<file path="src/rtl/bb_spi_readout.sv">
// bb_spi_readout: SPI mode-0 slave that reads out a busy-beaver core.
//
// At chip-select assertion the core's 64-bit step count and halt flag are
// captured together with a status byte, and the 72-bit frame is shifted out
// MSB first. The first byte the host clocks in is decoded as a command. If
// it matches RST_CMD, a timed active-low reset pulse is sent back into the core.
//
// Parameters:
//   SYNC_STAGES  depth of the SCLK/CS_N/MOSI synchronisers (>= 2)
//   RST_CYCLES   length of the bb_rst_n low pulse in clk cycles (1..255)
//   RST_CMD      command byte that requests a core reset
// Ports:
//   clk, rst_n   system clock, asynchronous active-low reset
//   count, halt  core step count and halted flag (synchronous to clk)
//   spi_sclk     host SPI clock (asynchronous, <= f(clk)/8)
//   spi_cs_n     host chip select, active low (asynchronous)
//   spi_mosi     host data in (asynchronous)
//   spi_miso     data to host, driven straight from a flop, never tristated
//   bb_rst_n     active-low reset to the core
module bb_spi_readout #(
  parameter int unsigned SYNC_STAGES = 2,
  parameter int unsigned RST_CYCLES  = 16,
  parameter logic [7:0]  RST_CMD     = 8'h52
) (
  input  logic        clk,
  input  logic        rst_n,
  input  logic [63:0] count,
  input  logic        halt,
  input  logic        spi_sclk,
  input  logic        spi_cs_n,
  input  logic        spi_mosi,
  output logic        spi_miso,
  output logic        bb_rst_n
);

  localparam logic [6:0] BIT_MAX  = 7'd72;
  localparam logic [7:0] RST_LOAD = 8'(RST_CYCLES);

  typedef enum logic {ST_IDLE, ST_FRAME} state_t;

  state_t                 state, state_next;
  logic [SYNC_STAGES-1:0] sclk_sync, cs_sync, mosi_sync;
  logic                   sclk_prev, cs_prev;
  logic                   sclk_s, cs_s, mosi_s;
  logic                   sclk_rise, sclk_fall, cs_rise, cs_fall;
  logic                   load_frame, end_frame, sample_en, shift_en;
  logic [71:0]            shift_reg;
  logic [6:0]             bit_cnt;
  logic [6:0]             cmd_sr;      // first seven command bits; the eighth completes the byte
  logic [5:0]             frame_seq;
  logic [7:0]             pulse_cnt, pulse_next;
  logic                   rst_active, cmd_hit;
  logic [7:0]             status;

  // Synchronisers plus one history flop per line for edge detection.
  // CS is reset to the asserted level, so a host that is already mid-frame
  // when rst_n releases cannot create a false CS fall; the bus is ignored
  // until CS goes high and falls again.
  // NOTE: all state updates use non-blocking assignments, so every flop
  // samples the pre-edge value of its neighbour and the chain shifts one stage per clock.
  always_ff @(posedge clk or negedge rst_n) begin
    if (!rst_n) begin
      sclk_sync <= '0;
      cs_sync   <= '0;
      mosi_sync <= '0;
      sclk_prev <= 1'b0;
      cs_prev   <= 1'b0;
    end else begin
      sclk_sync <= {sclk_sync[SYNC_STAGES-2:0], spi_sclk};
      cs_sync   <= {cs_sync[SYNC_STAGES-2:0], spi_cs_n};
      mosi_sync <= {mosi_sync[SYNC_STAGES-2:0], spi_mosi};
      sclk_prev <= sclk_sync[SYNC_STAGES-1];
      cs_prev   <= cs_sync[SYNC_STAGES-1];
    end
  end

  assign sclk_s    = sclk_sync[SYNC_STAGES-1];
  assign cs_s      = cs_sync[SYNC_STAGES-1];
  assign mosi_s    = mosi_sync[SYNC_STAGES-1];
  assign sclk_rise = sclk_s & ~sclk_prev;
  assign sclk_fall = ~sclk_s & sclk_prev;
  assign cs_fall   = ~cs_s & cs_prev;
  assign cs_rise   = cs_s & ~cs_prev;

  // Frame FSM: state register.
  always_ff @(posedge clk or negedge rst_n) begin
    if (!rst_n) state <= ST_IDLE;
    else        state <= state_next;
  end

  // Frame FSM: next state.
  // NOTE: every signal assigned in a combinational block gets a default
  // first, so no path leaves it holding its old value (no inferred latch).
  always_comb begin
    state_next = state;
    unique case (state)
      ST_IDLE:  if (cs_fall) state_next = ST_FRAME;
      ST_FRAME: if (cs_rise) state_next = ST_IDLE;
      default:  state_next = ST_IDLE;
    endcase
  end

  // Frame FSM: outputs. A CS rise masks SCLK edges in the same cycle.
  always_comb begin
    load_frame = 1'b0;
    end_frame  = 1'b0;
    sample_en  = 1'b0;
    shift_en   = 1'b0;
    unique case (state)
      ST_IDLE:  load_frame = cs_fall;
      ST_FRAME: begin
        end_frame = cs_rise;
        sample_en = sclk_rise & ~cs_rise;
        shift_en  = sclk_fall & ~cs_rise;
      end
      default: ;
    endcase
  end

  assign rst_active = (pulse_cnt != 8'd0);
  assign status     = {halt, rst_active, frame_seq};
  assign cmd_hit    = sample_en && (bit_cnt == 7'd7) && ({cmd_sr, mosi_s} == RST_CMD);

  // Shift datapath. spi_miso is the top bit of the shift register, so it is
  // a flop output. Zeros fill in from the bottom, so the line reads 0 after 72 bits.
  always_ff @(posedge clk or negedge rst_n) begin
    if (!rst_n) begin
      shift_reg <= '0;
      bit_cnt   <= '0;
      cmd_sr    <= '0;
      frame_seq <= '0;
    end else if (load_frame) begin
      shift_reg <= {status, count};
      bit_cnt   <= '0;
      cmd_sr    <= '0;
    end else if (end_frame) begin
      shift_reg <= '0;
      if (bit_cnt == BIT_MAX) frame_seq <= frame_seq + 6'd1;
    end else begin
      if (sample_en) begin
        cmd_sr <= {cmd_sr[5:0], mosi_s};
        if (bit_cnt != BIT_MAX) bit_cnt <= bit_cnt + 7'd1;
      end
      if (shift_en) shift_reg <= {shift_reg[70:0], 1'b0};
    end
  end

  assign spi_miso = shift_reg[71];

  // Reset pulser. A command that arrives during a pulse reloads the counter.
  always_comb begin
    pulse_next = pulse_cnt;
    if (cmd_hit)                pulse_next = RST_LOAD;
    else if (pulse_cnt != 8'd0) pulse_next = pulse_cnt - 8'd1;
  end

  // The counter comes out of reset loaded, so each rst_n release also
  // gives the core a power-on reset. bb_rst_n is registered from the next
  // counter value, so it is low exactly while the counter is non-zero.
  always_ff @(posedge clk or negedge rst_n) begin
    if (!rst_n) begin
      pulse_cnt <= RST_LOAD;
      bb_rst_n  <= 1'b0;
    end else begin
      pulse_cnt <= pulse_next;
      bb_rst_n  <= (pulse_next == 8'd0);
    end
  end

endmodule
</file>
<file path="config.mk">
export PLATFORM = sky130hd
export DESIGN_NAME = bb_spi_readout
export DESIGN_NICKNAME = d
export VERILOG_FILES = /design/src/rtl/bb_spi_readout.sv
export SDC_FILE = /design/constraint.sdc
export NUM_CORES = 1
export LEC_CHECK = 0
export CAP_MARGIN = 20
export CORE_AREA = 3 3 128 130
export CTS_BUF_LIST = sky130_fd_sc_hd__clkbuf_8
export CTS_CLUSTER_SIZE = 28
export DETAILED_ROUTE_END_ITERATION = 10
export DIE_AREA = 0 0 131 133
export SYNTH_ARGS = -nofsm -noshare
export SYNTH_HDL_FRONTEND = slang
export SYNTH_SLANG_ARGS = --single-unit
</file>
<file path="constraint.sdc">
create_clock -name clk -period 2.6 [get_ports clk]
set_input_delay 0.52 -clock clk [delete_from_list [all_inputs] [get_ports clk]]
set_output_delay 0.52 -clock clk [all_outputs]
set_load 0.03 [all_outputs]
</file>
# [Yosys cells after proc, flatten, opt, wreduce, memory -nomap -nowiden]
# Cells that the tools add are included.
[totals] out_inout_bits=2 inputBits=70 reg_bits=110
[classes] add_sub_neg=3 n_reduce_logical=10 bitwise=13 n_eq_ne=5 mux=19
[op_table] operator="72-bit two-way mux" count=3
[op_table] operator="7-bit two-way mux" count=7
[op_table] operator="8-bit two-way mux" count=2
[op_table] operator="8-bit by 7-bit == test with 1-bit output, second input constant" count=1
[op_table] operator="8-bit logical NOT" count=1
[op_table] operator="8-bit nonzero test" count=1
[op_table] operator="8-bit by 1-bit subtractor with 8-bit output, second input constant" count=1
[op_table] operator="7-bit by 1-bit adder with 7-bit output, second input constant" count=1
[op_table] operator="7-bit by 3-bit == test with 1-bit output, second input constant" count=1
[op_table] operator="7-bit == test, second input constant" count=1
[op_table] operator="7-bit inequality test, second input constant" count=1
[op_table] operator="1-bit NOT" count=7
[op_table] operator="6-bit by 1-bit adder with 6-bit output, second input constant" count=1
[op_table] operator="1-bit AND" count=6
[op_table] operator="1-bit two-way mux" count=6
[op_table] operator="3-bit AND reduction" count=2
[op_table] operator="2-bit nonzero test" count=2
[op_table] operator="3-bit nonzero test" count=1
[op_table] operator="1-bit logical AND" count=2
[op_table] operator="2-bit inequality test, second input constant" count=1
[op_table] operator="1-bit one-hot mux with 2 select lines" count=1
[op_table] operator="2-bit AND reduction" count=1

# [Longest topological paths before layout]
[logic_depth] depth_word=9 depth_mapped=7 depth_no_buf=6

# [Least setup slack after synthesis]
# No wires, ideal clock.
[synth_path] path_type="reg-to-reg" from="reg pulse_cnt[0]" to="reg shift_reg[70]" arrival_time_ns=1.605 setup_time_ns=0.125 required_time_ns=2.475 path_slack_ns=0.870 period_less_slack_ns=1.730 stages_incl_launch_ff=7 cell_sequence="dfrtp_1 > inv_1 > ha_1 > nor3b_1 > nand2_1 > a22o_1 > mux2_2"
[synth_via] elab_chain_len=2
[synth_lines] item="from (decl)" line_no="51" text="logic [7:0] pulse_cnt, pulse_next;"
[synth_lines] item="from (signal assigned)" line_no="165" text="pulse_cnt <= pulse_next;"
[synth_lines] item="8-bit nonzero test" line_no="120" text="assign rst_active = (pulse_cnt != 8'd0);"
[synth_lines] item="72-bit two-way mux" line_no="132" text="end else if (load_frame) begin"
[synth_lines] item="to (signal assigned)" line_no="133" text="shift_reg <= {status, count};"
[synth_lines] item="to (signal assigned)" line_no="144" text="if (shift_en) shift_reg <= {shift_reg[70:0], 1'b0};"
[synth_lines] item="to (decl)" line_no="47" text="logic [71:0] shift_reg;"
# No other way between the ends.
# A chain may end at the register's enable or synchronous reset.

# [Worst setup path after layout]
[layout_path] from="reg cs_sync[1]" to="reg shift_reg[61]"
[layout_via] elab_chain_len=5 elab_cells_between_ends=11
[layout_lines] item="from (decl)" line_no="42" text="logic [SYNC_STAGES-1:0] sclk_sync, cs_sync, mosi_sync;"
[layout_lines] item="from (signal assigned)" line_no="70" text="cs_sync <= {cs_sync[SYNC_STAGES-2:0], spi_cs_n};"
[layout_lines] item="1-bit AND" line_no="83" text="assign cs_rise = cs_s & ~cs_prev;"
[layout_lines] item="1-bit NOT" line_no="114" text="shift_en = sclk_fall & ~cs_rise;"
[layout_lines] item="1-bit AND" line_no="114"
[layout_lines] item="1-bit two-way mux" line_no="109" text="unique case (state)"
[layout_lines] item="3-bit nonzero test (no source line)"
# Parallel ways exist; a longest one is shown, timed or not.

==> impl_metrics.json <==
{
  "clockBufferDepth": 2,
  "critPathCaptureType": "register",
  "hold_viol": 0,
  "clock.fmax_ghz": 0.4467,
  "netlist_instances": 409,
  "num_rows": 45,
  "critical_path_arrival_ns": 2.50,
  "post_cts_buffers": 0,
  "yosysMostFrequentCell": "dfrtp_1",
  "synth_area_sq_mm": 0.005207,
  "grt_pass1_vias": 3481,
  "critPathKind": "reg -> reg",
  "dieWidth_um": 131,
  "die_area_sq_mm": 0.01742,
  "top_usage_layer": "met2",
  "fin_skew_ns": 0.005846,
  "grt_antenna_before_repair": 0,
  "start_util": 0.3413,
  "met1_usage": 0.1636,
  "grt_pass1_wl_mm": 17.21,
  "worst_pin_slew_ns": 0.8095,
  "dr.pass1.iters": 4,
  "insertion_delay_ns": 0.37,
  "gp_congestion": 0.8225,
  "die_height_um": 133,
  "worst_hold_slack_ns": 0.1243,
  "syn_nets": 484,
  "ant_nets": 0,
  "final-setup-viol-count": 0,
  "utilization": 0.4121,
  "ys_types": 44,
  "track_usage": 0.1208,
  "hp-class": "in -> async",
  "slowest_stage": "nor2b_1",
  "coreArea_sq_mm": 0.01526,
  "tns_ns": 0,
  "clk_pin_slew_worst_paths_ns": 0.10,
  "maxCapViolCount": 0,
  "synth_top_area_cell": "dfrtp_1",
  "status": "complete, no violations",
  "root_buffer": "clkbuf_8",
  "grt_max_degree": 77,
  "numCtsBuffers": 9,
  "rsz0062_at_grt": "false",
  "yosys-top-cells-area": "dfrtp_1, mux2_2, a22o_1",
  "antennaDiodeCount": 0,
  "io_pins": 72,
  "cp.required_ns": 2.86,
  "largest_register_ff_count": 72,
  "nFillCells": 1464,
  "ys_async_sr_fraction": 1.000,
  "dpl.hpwl_mm": 6.707,
  "area_growth_pct": 20.74,
  "wirelength_mm": 10.20,
  "cts-resized-gates": 0,
  "placed_cell_area_sq_mm": 0.006103,
  "leakagePower_uw": 0.002808,
  "slew_headroom": 0.4604,
  "first_iter_violations": 160,
  "hold_buffers": 0,
  "slew_violations": 0,
  "synth-seq-area-share": 0.5288,
  "vias": 3415,
  "path_max_fanout": 71,
  "h-tree-depth": 3,
  "drc": 0,
  "grt_overflow": 0,
  "crit_chain": "nor2b_1 -> o21ai_2 -> nand2_4 -> buf_12 -> mux2_2",
  "num-nets-final": 548,
  "startpoint_type": "register",
  "use_met2": 0.1922,
  "synthTopCellsByCount": "dfrtp_1, mux2_2, a22o_1",
  "cts_sinks": 110,
  "use_met3": 0.02624,
  "yosysTopAreaCellShare": 0.5238,
  "power_density_mw_per_mm2": 770.0,
  "synth_ff_type": "dfrtp_1",
  "slowest_delay_ns": 0.61,
  "fin_crit_ns": 2.238,
  "irDropWorstVdd_mv": 0.4089,
  "syn_area_per_cell_sq_um": 12.73,
  "io_buffer_count": 71,
  "cts_tree": "yes",
  "avgRoutedWirePerCell_um": 14.80,
  "stdcell_area_sq_mm": 0.006287,
  "fin_crit_sh": 0.8609,
  "vias_per_cell": 4.956,
  "yosysWarnings": 0,
  "synth_edf_count": 0,
  "drive_above_1_share": 0.2343,
  "ys_ff_latch": 110
}
==> critical path, delay by kind of cell, from the launching register on <==
kind | cells | cell delay, ns
compound gates | 1 | 0.18
buf+inv | 1 | 0.32
simple gates | 2 | 0.72
mux | 1 | 0.39
flops | 1 | 0.46
==> path summary, 6_finish.rpt <==
kind / start / cells past startpoint / slack (ns) / endpoint
max: cs_sync[1]$_DFF_PN0_ / 5 / 0.36 / shift_reg[61]$_DFFE_PN0P_
min: rst_n / 1 / 0.12 / shift_reg[46]$_DFFE_PN0P_
max reg2reg: cs_sync[1]$_DFF_PN0_ / 5 / 0.36 / shift_reg[61]$_DFFE_PN0P_
min reg2reg: mosi_sync[0]$_DFF_PN0_ / 0 / 0.35 / mosi_sync[1]$_DFF_PN0_
max in group asynchronous: rst_n / 2 / 1.77 / pulse_cnt[4]$_DFF_PN1_
min in group clk: mosi_sync[0]$_DFF_PN0_ / 0 / 0.35 / mosi_sync[1]$_DFF_PN0_
==> layout by cell type (no fill, tap or decap), types with 2 or more instances in the layout <==
master             n
nand2_1           27
mux2_2            73
clkbuf_8          10
nand3b_1           2
clkinvlp_4         2
buf_12             2
xnor2_1            9
nor4_2             2
o21ai_0           10
buf_4              8
nor3_1             6
nor4_4             2
a211oi_1           2
clkdlybuf4s50_1   70
dfrtp_1          109
nor2_1            11
a21oi_1            2
a22o_1            71
inv_1              6
mux2i_1            4
nor4_1             2
xor2_1             3
clkinv_4           2
nand4_1            6
nor2b_1            4
nand3_1            7
ha_1               5
==> report_power, final <==
| group | switching [uW] | total [uW] | internal (uW) |
|---|---|---|---|
| Clock | 593 | 973 | 380 |
| Combinational | 432 | 1300 | 866 |
| Sequential | 305 | 2570 | 2260 |
==> through the flow <==
step,worst slack [ns],total power [uW],instances
after floorplan,0.8699,3554,409
after global placement,0.4407,3850,673
after detailed placement,0.3643,3926,673
after CTS,0.3658,4920,689
after global routing,0.2212,5177,689
final,0.3616,4841,689
==> cells by family (layout without fill, tap and decap cells) <==
group / count (synthesis) / after routing / share of synthesized area
flops: 110 / 110 / 0.5288
compound gates: 91 / 91 / 0.1437
simple gates: 81 / 81 / 0.09154
mux: 77 / 77 / 0.1655
buf+inv: 33 / 102 / 0.03820
xor+xnor: 12 / 12 / 0.02018
fa+ha+maj: 5 / 5 / 0.01201
==> final cells by class <==
class	count	area [sq um]	share of cell area
clock buffers	10	137.6	0.02189
clock inverters	6	46.29	0.007363
inverters	6	22.52	0.003582
multi-input cells	266	2262	0.3598
flip-flops and latches	110	2754	0.4380
well taps	211	264.0	0.04199
repair buffers	80	800.8	0.1274
==> metal layers <==
layer	part of all wire	wire length, um
met5	0	0
met3	0.034	349
met2	0.48	4897
met4	0.012	125
met1	0.47	4823
Power figures use the tool's default switching activity.
